File: config.mk
export PLATFORM = sky130hd
export DESIGN_NAME = sad_best_sel
export DESIGN_NICKNAME = d
export VERILOG_FILES = /design/src/rtl/sad_best_sel.sv
export SDC_FILE = /design/constraint.sdc
export NUM_CORES = 1
export LEC_CHECK = 0
export BUFFER_PORTS_ARGS = -buffer_cell sky130_fd_sc_hd__buf_2
export CORE_MARGIN = 5
export CORE_UTILIZATION = 55
export CTS_CLUSTER_SIZE = 40
export DETAILED_ROUTE_END_ITERATION = 10
export PLACE_DENSITY_LB_ADDON = 0.3
export SLEW_MARGIN = 25
export SYNTH_ARGS = -nofsm -noshare
export SYNTH_HDL_FRONTEND = slang
export SYNTH_SLANG_ARGS = --single-unit
File: constraint.sdc
create_clock -name clk -period 4.81 [get_ports clk]
set_input_delay 0.2405 -clock clk [delete_from_list [all_inputs] [get_ports clk]]
set_output_delay 0.2405 -clock clk [all_outputs]
set_load 0.005 [all_outputs]
File: src/rtl/sad_best_sel.sv
// Block-SAD accumulator and best-candidate selector: sums BLK_LEN per-sample SADs per
// candidate, tracks the minimum over NUM_CAND candidates and holds the winner until taken.
module sad_best_sel #(
    parameter int W        = 8,
    parameter int BLK_LEN  = 16,
    parameter int NUM_CAND = 4,
    localparam int SW      = W + 2 + $clog2(BLK_LEN),
    localparam int IW      = ($clog2(NUM_CAND) > 1) ? $clog2(NUM_CAND) : 1
) (
    input  logic          clk,
    input  logic          rst_n,
    input  logic          clr,
    input  logic [W+1:0]  in_sad,
    input  logic          in_vld,
    output logic          in_rdy,
    output logic [SW-1:0] out_min,
    output logic [IW-1:0] out_idx,
    output logic          out_vld,
    input  logic          out_rdy
);

    localparam int SCW = ($clog2(BLK_LEN) > 1) ? $clog2(BLK_LEN) : 1;
    localparam logic [SCW-1:0] SCNT_LAST = SCW'(BLK_LEN - 1);
    localparam logic [IW-1:0]  CCNT_LAST = IW'(NUM_CAND - 1);

    typedef enum logic {
        ST_ACC = 1'b0,
        ST_RES = 1'b1
    } state_t;

    state_t          state_reg, state_next;
    logic [SCW-1:0]  scnt_reg, scnt_next;
    logic [IW-1:0]   ccnt_reg, ccnt_next;
    logic [SW-1:0]   acc_reg, acc_next;
    logic [SW-1:0]   bmin_reg, bmin_next;
    logic [IW-1:0]   bidx_reg, bidx_next;
    logic [SW-1:0]   out_min_reg, out_min_next;
    logic [IW-1:0]   out_idx_reg, out_idx_next;

    logic            acc_in;
    logic            last_smp;
    logic            last_cand;
    logic            take_blk;
    logic            done;
    logic [SW-1:0]   blk_sum;
    logic [SW-1:0]   cand_min;
    logic [IW-1:0]   cand_idx;

    assign out_vld = (state_reg == ST_RES);
    assign in_rdy  = ~out_vld | out_rdy;
    assign out_min = out_min_reg;
    assign out_idx = out_idx_reg;

    assign acc_in    = in_vld & in_rdy;
    assign last_smp  = (scnt_reg == SCNT_LAST);
    assign last_cand = (ccnt_reg == CCNT_LAST);

    // The first sample of a block restarts the sum, so acc never needs an explicit clear.
    assign blk_sum = ((scnt_reg == '0) ? '0 : acc_reg) + SW'(in_sad);

    // Strict less-than keeps the earlier candidate on a tie.
    assign take_blk = (ccnt_reg == '0) || (blk_sum < bmin_reg);
    assign cand_min = take_blk ? blk_sum : bmin_reg;
    assign cand_idx = take_blk ? ccnt_reg : bidx_reg;

    assign done = acc_in & ~clr & last_smp & last_cand;

    always_comb begin
        scnt_next    = scnt_reg;
        ccnt_next    = ccnt_reg;
        acc_next     = acc_reg;
        bmin_next    = bmin_reg;
        bidx_next    = bidx_reg;
        out_min_next = out_min_reg;
        out_idx_next = out_idx_reg;
        if (clr) begin
            scnt_next = '0;
            ccnt_next = '0;
            acc_next  = '0;
            bmin_next = '0;
            bidx_next = '0;
        end else if (acc_in) begin
            if (!last_smp) begin
                acc_next  = blk_sum;
                scnt_next = scnt_reg + SCW'(1);
            end else begin
                scnt_next = '0;
                bmin_next = cand_min;
                bidx_next = cand_idx;
                if (last_cand) begin
                    ccnt_next    = '0;
                    out_min_next = cand_min;
                    out_idx_next = cand_idx;
                end else begin
                    ccnt_next = ccnt_reg + IW'(1);
                end
            end
        end
    end

    // Result state machine; the state bit itself is out_vld.
    always_comb begin
        state_next = state_reg;
        case (state_reg)
            ST_ACC: begin
                if (done) state_next = ST_RES;
            end
            ST_RES: begin
                if (done)         state_next = ST_RES;
                else if (out_rdy) state_next = ST_ACC;
            end
            default: state_next = ST_ACC;
        endcase
    end

    always_ff @(posedge clk or negedge rst_n) begin
        if (!rst_n) begin
            state_reg   <= ST_ACC;
            scnt_reg    <= '0;
            ccnt_reg    <= '0;
            acc_reg     <= '0;
            bmin_reg    <= '0;
            bidx_reg    <= '0;
            out_min_reg <= '0;
            out_idx_reg <= '0;
        end else begin
            state_reg   <= state_next;
            scnt_reg    <= scnt_next;
            ccnt_reg    <= ccnt_next;
            acc_reg     <= acc_next;
            bmin_reg    <= bmin_next;
            bidx_reg    <= bidx_next;
            out_min_reg <= out_min_next;
            out_idx_reg <= out_idx_next;
        end
    end

endmodule
### Word-level counts from Yosys, hierarchy flattened

Index checks and enable logic that the tools add are counted.

* bits in registers: 53
* bits in latches: 0
* bits in writable memories: 0
* memory bits (read-only): 0
* input port bits: 15
* output and inout port bits: 18
* logic and storage cells: 53
* memories kept: 0

* add/sub/neg operators: 3
* multipliers: 0
* divide/modulo/power cells: 0
* $lt $le $gt $ge: 1
* equal/unequal tests: 3
* shift operators: 0
* multiplexer cells: 23
* bitwise logic cells: 7
* reductions and logical operators: 8

Operator list (count)
* $mux W14: 8
* $mux W2: 8
* $add A14 B10 Y14: 1
* $lt A14 B14 Y1: 1
* $mux W4: 3
* $add A4 B1 Y4 const B: 1
* $and A1 B1 Y1: 4
* $eq A4 B4 Y1 const B: 1
* $logic_not A4 Y1: 1
* $reduce_and A2 Y1: 2
* $reduce_and A4 Y1: 1
* $reduce_bool A2 Y1: 2
* $mux W1: 3
* $add A2 B1 Y2 const B: 1
* $eq A2 B2 Y1 const B: 1
* $logic_not A2 Y1: 1
* $ne A2 B2 Y1 const B: 1
* $not A1 Y1: 2
* $pmux W1 S2: 1
* $logic_or A1 B1 Y1: 1
* $or A1 B1 Y1: 1

### Logic depth before layout (Yosys ltp)

* word-level depth: 9
* depth in mapped cells: 24
* gate-level depth less buffers: 20

### Worst setup path before layout

No wires, ideal clock.

* kind: flip-flop to flip-flop
* start: reg scnt_reg[0]
* end: reg out_min_reg[12] (netlist: out_min[12])
* setup time: 0.095 ns
* arrival: 4.173 ns
* required time: 4.715 ns
* path slack: 0.542 ns
* cell stages (with the launch flop): 24
* path buffers: 4
* period minus slack after synthesis: 4.268 ns
* cells stage by stage: dfrtp_1 > inv_1 > ha_1 > or3b_1 > buf_2 > clkbuf_1 > and2_1 > ha_1 > inv_1 > fa_1 > nor2b_1 > o31ai_2 > a21boi_1 > o21ai_1 > xor2_1 > nor2_1 > ha_1 > nand4_1 > nor4_1 > a21oi_1 > buf_4 > buf_6 > o31a_1 > o31ai_1

* longest elaborated chain between the ends: 6
* elaborated cells on any way between the ends: 8
* classes of those cells: add/sub: 1; order compare: 1; eq/ne: 1; mux: 2; reduce/logical: 3

Ends and longest elaborated chain
* from (decl): line 32 `logic [SCW-1:0] scnt_reg, scnt_next;`
* from (signal assigned): line 128 `scnt_reg <= scnt_next;`
* $logic_not A4 Y1: line 59 `assign blk_sum = ((scnt_reg == '0) ? '0 : acc_reg) + SW'(in_sad);`
* $mux W14: line 59
* $add A14 B10 Y14: line 59
* $lt A14 B14 Y1: line 62 `assign take_blk = (ccnt_reg == '0) || (blk_sum < bmin_reg);`
* $logic_or A1 B1 Y1: line 62
* $mux W14: line 63 `assign cand_min = take_blk ? blk_sum : bmin_reg;`
* to (signal assigned): line 133 `out_min_reg <= out_min_next;`
* to (decl): line 37 `logic [SW-1:0] out_min_reg, out_min_next;`

Several ways; a longest one is shown, not always the timed one.
A chain may end at the register's enable or synchronous reset.

### Worst setup path after layout

* start: reg scnt_reg[0]
* end: reg bmin_reg[6]

* longest elaborated chain between the ends: 9
* elaborated cells on any way between the ends: 12
* classes of those cells: add/sub: 1; order compare: 1; eq/ne: 1; mux: 5; reduce/logical: 4

Ends and longest elaborated chain
* $logic_not A4 Y1: line 59
* $mux W14: line 59
* $add A14 B10 Y14: line 59
* $lt A14 B14 Y1: line 62
* $logic_or A1 B1 Y1: line 62
* $mux W14: line 63
* $mux W14: line 83 `if (!last_smp) begin`
* $mux W14: line 82 `end else if (acc_in) begin`
* $mux W14: line 76 `if (clr) begin`
* to (signal assigned): line 131 `bmin_reg <= bmin_next;`
* to (decl): line 35 `logic [SW-1:0] bmin_reg, bmin_next;`

Several ways; a longest one is shown, not always the timed one. The select of a mux whose other input is x is not followed.

==> flow_summary.toml <==
[critical_path]
reg2reg_slack_ps = 380
crit_type = "reg2reg"
worstSetupStartpointType = "flop"
critical_path.max_fanout = 9
slowest_delay_ps = 470
path_delay_family = "simple AND/OR/NAND/NOR gates"
cp-startpoint = "scnt_reg[0]$_DFFE_PN0P_"
cp-endpoint = "bmin_reg[6]$_DFFE_PN0P_"
rr_endpoint = "bmin_reg[6]$_DFFE_PN0P_"
reg2reg_from = "scnt_reg[0]$_DFFE_PN0P_"
slowest_stage = "or3b_1"
worstPathArrival_ps = 4610
end_kind = "flop"
crit_buf_inv = 3
reg2regPathDepth = 20
path_cells = "inv_1 > ha_1 > or3b_1 > and2_1 > ha_1 > inv_1 > fa_1 > nor2b_1 > o31ai_2 > a21boi_1 > o21ai_1 > xor2_1 > nor2_1 > ha_1 > nand4_1 > nor4_2 > a211oi_2 > buf_4 > mux2i_1 > nor2_1"
crit_top_cell = "ha_1"
critPathRequiredTime_ps = 4990
cp.depth = 20

[die]
core.rowCount = 28
initial_core_util = 0.575
die_h_um = 89.1
die_w_um = 89.1
core_um2 = 5990
io_pins = 33
die-area_um2 = 7950

[cts]
cts_tree = "built"
cts_setup_buffers = 0
cts.root.buffer_cell = "clkbuf_8"
insertion_delay_ps = 320
cts.sinks = 53
cts_hold_buf = 0
ctsResizeCount = 0
ctsHtreeMaxLevel = 2
cts_buffer_depth = 2
cts_made_buffers = 5
path_clk_slew_ps = 110

[flow_run]
maxCapViolations = 0

[power]
cellPowerDensity_nw_per_um2 = 233
leakage_nw = 1.84
max-vdd-ir-drop_mv = 0.143

[timing]
whs_ps = 31.8
finClkSkew_ps = 14.0
hold_violations = 0
fin_crit_ps = 4430
slew_violations = 0
slew_headroom = 0.513
finalCritPeriodShare = 0.921
tightest_slew_ps = 730
setup_viol = 0
fmax_mhz = 226
rsz0062_at_grt = "false"
tns_ps = 0

[routing]
vias = 2701
final_antenna_net_count = 0
avgRoutedWirePerCell_um = 15.0
drt-pass1-iter-count = 4
drc = 0
dr.first_iter.drc_count = 160
vias_per_cell = 5.63
wl_um = 7180

[logic_synthesis]
yosys.area.top_type = "dfrtp_1"
synth-seq-cells = 53
synth-async-reset-ratio = 1.00
yosys-top-cells-count = "dfrtp_1, nand2_1, a21oi_1"
yosysTopAreaCellShare = 0.385
seq_area_frac_synth = 0.385
synthCells = 374
synth_edf_count = 0
synthTopCellsByArea = "dfrtp_1, ha_1, mux2i_1"
synth_cell_types = 60
avgSynthCellArea_um2 = 9.21
ys.flop_type = "dfrtp_1"
synthesis.nets = 417
yosys_warnings = 0
synth_area_um2 = 3440

[run_status]
status = "completed"

[placement]
gp_congestion = 0.830
dpl.hpwl_um = 5200
portBuffers = 32
post_dp_cell_area_um2 = 3670

[finish]
area_growth_pct = 9.73
postLayoutCellArea_um2 = 3780
nFillCells = 518
nets = 448
fin_util = 0.631
drive_gt1_frac = 0.170
antennaDiodeCount = 0

[global_route]
grt_pass1_vias = 2673
grt_max_degree = 54
gr-total-overflow = 0
grt_pass1_wl_um = 12400
antenna_found_initial = 0
track_usage = 0.197

[hold_path]
hold_class = "in2async"
## metrics by stage
stage | total power [mW] | instances | setup WS (ps)
after floorplan | 0.578 | 374 | 542
after global placement | 0.629 | 472 | 438
after detailed placement | 0.632 | 472 | 333
after CTS | 0.887 | 479 | 293
after global routing | 0.928 | 480 | 9.36
final | 0.883 | 480 | 381
## power breakdown
part / internal (mW) / leakage (nW) / total (mW) / switching (mW)
logic: 0.0642 / 1.06 / 0.165 / 0.101
clock network: 0.101 / 0.0402 / 0.258 / 0.157
registers: 0.454 / 0.732 / 0.460 / 0.00620
total: 0.619 / 1.84 / 0.883 / 0.264
## worst min-delay path by stage
stage,start,endpoint,slack [ps],cells after the start
CTS,rst_n,out_min[1]$_DFFE_PN0P_,60,2
global route,rst_n,out_min[1]$_DFFE_PN0P_,100,2
global placement,rst_n,out_min[1]$_DFFE_PN0P_,410,2
floorplan,rst_n,acc_reg[0]$_DFFE_PN0P_,-60,0
detailed placement,rst_n,out_min[1]$_DFFE_PN0P_,410,2
finish,rst_n,bmin_reg[1]$_DFFE_PN0P_,30,2
## cells by family after synthesis
group	synth area share
compound gates	0.169
xor+xnor	0.0251
fa+ha+maj	0.104
buf+inv	0.0585
flops	0.385
mux	0.0843
simple gates	0.175
## final cells by class
cell class	instances	area [um2]	share of cell area
clock inverter	2	16.3	0.00430
timing repair buffer	43	246	0.0652
clock buffer	5	68.8	0.0182
tap	75	93.8	0.0248
multi-input combinational	277	1930	0.512
sequential	53	1330	0.351
inverter	25	93.8	0.0248
## per-layer routing
layer	share of wire	global-route usage
met1	0.46	0.258
met2	0.50	0.350
met3	0.032	0.0276
met4	0.0091	0.0325
met5	0	0
## cells in the final DEF (no fill, tap or decap), types with 2 or more instances in the layout
cell type / count
nand2_1: 53
dfrtp_1: 53
buf_2: 32
a21oi_1: 31
mux2i_1: 29
nor2_1: 28
ha_1: 27
inv_1: 25
and2_1: 12
buf_4: 10
o21ai_1: 9
o21ai_0: 9
nand3_1: 8
xnor2_1: 5
clkbuf_8: 5
nand4_1: 4
xor2_1: 3
a211oi_1: 3
o211ai_1: 3
o21a_1: 2
a21o_1: 2
and3_1: 2
o211a_1: 2
nor3_1: 2
o311ai_1: 2
nand2b_1: 2
nor3b_1: 2
o31a_1: 2
a21oi_2: 2
nor2_2: 2
o31ai_1: 2
No activity file was read; power rests on OpenSTA's default activity.
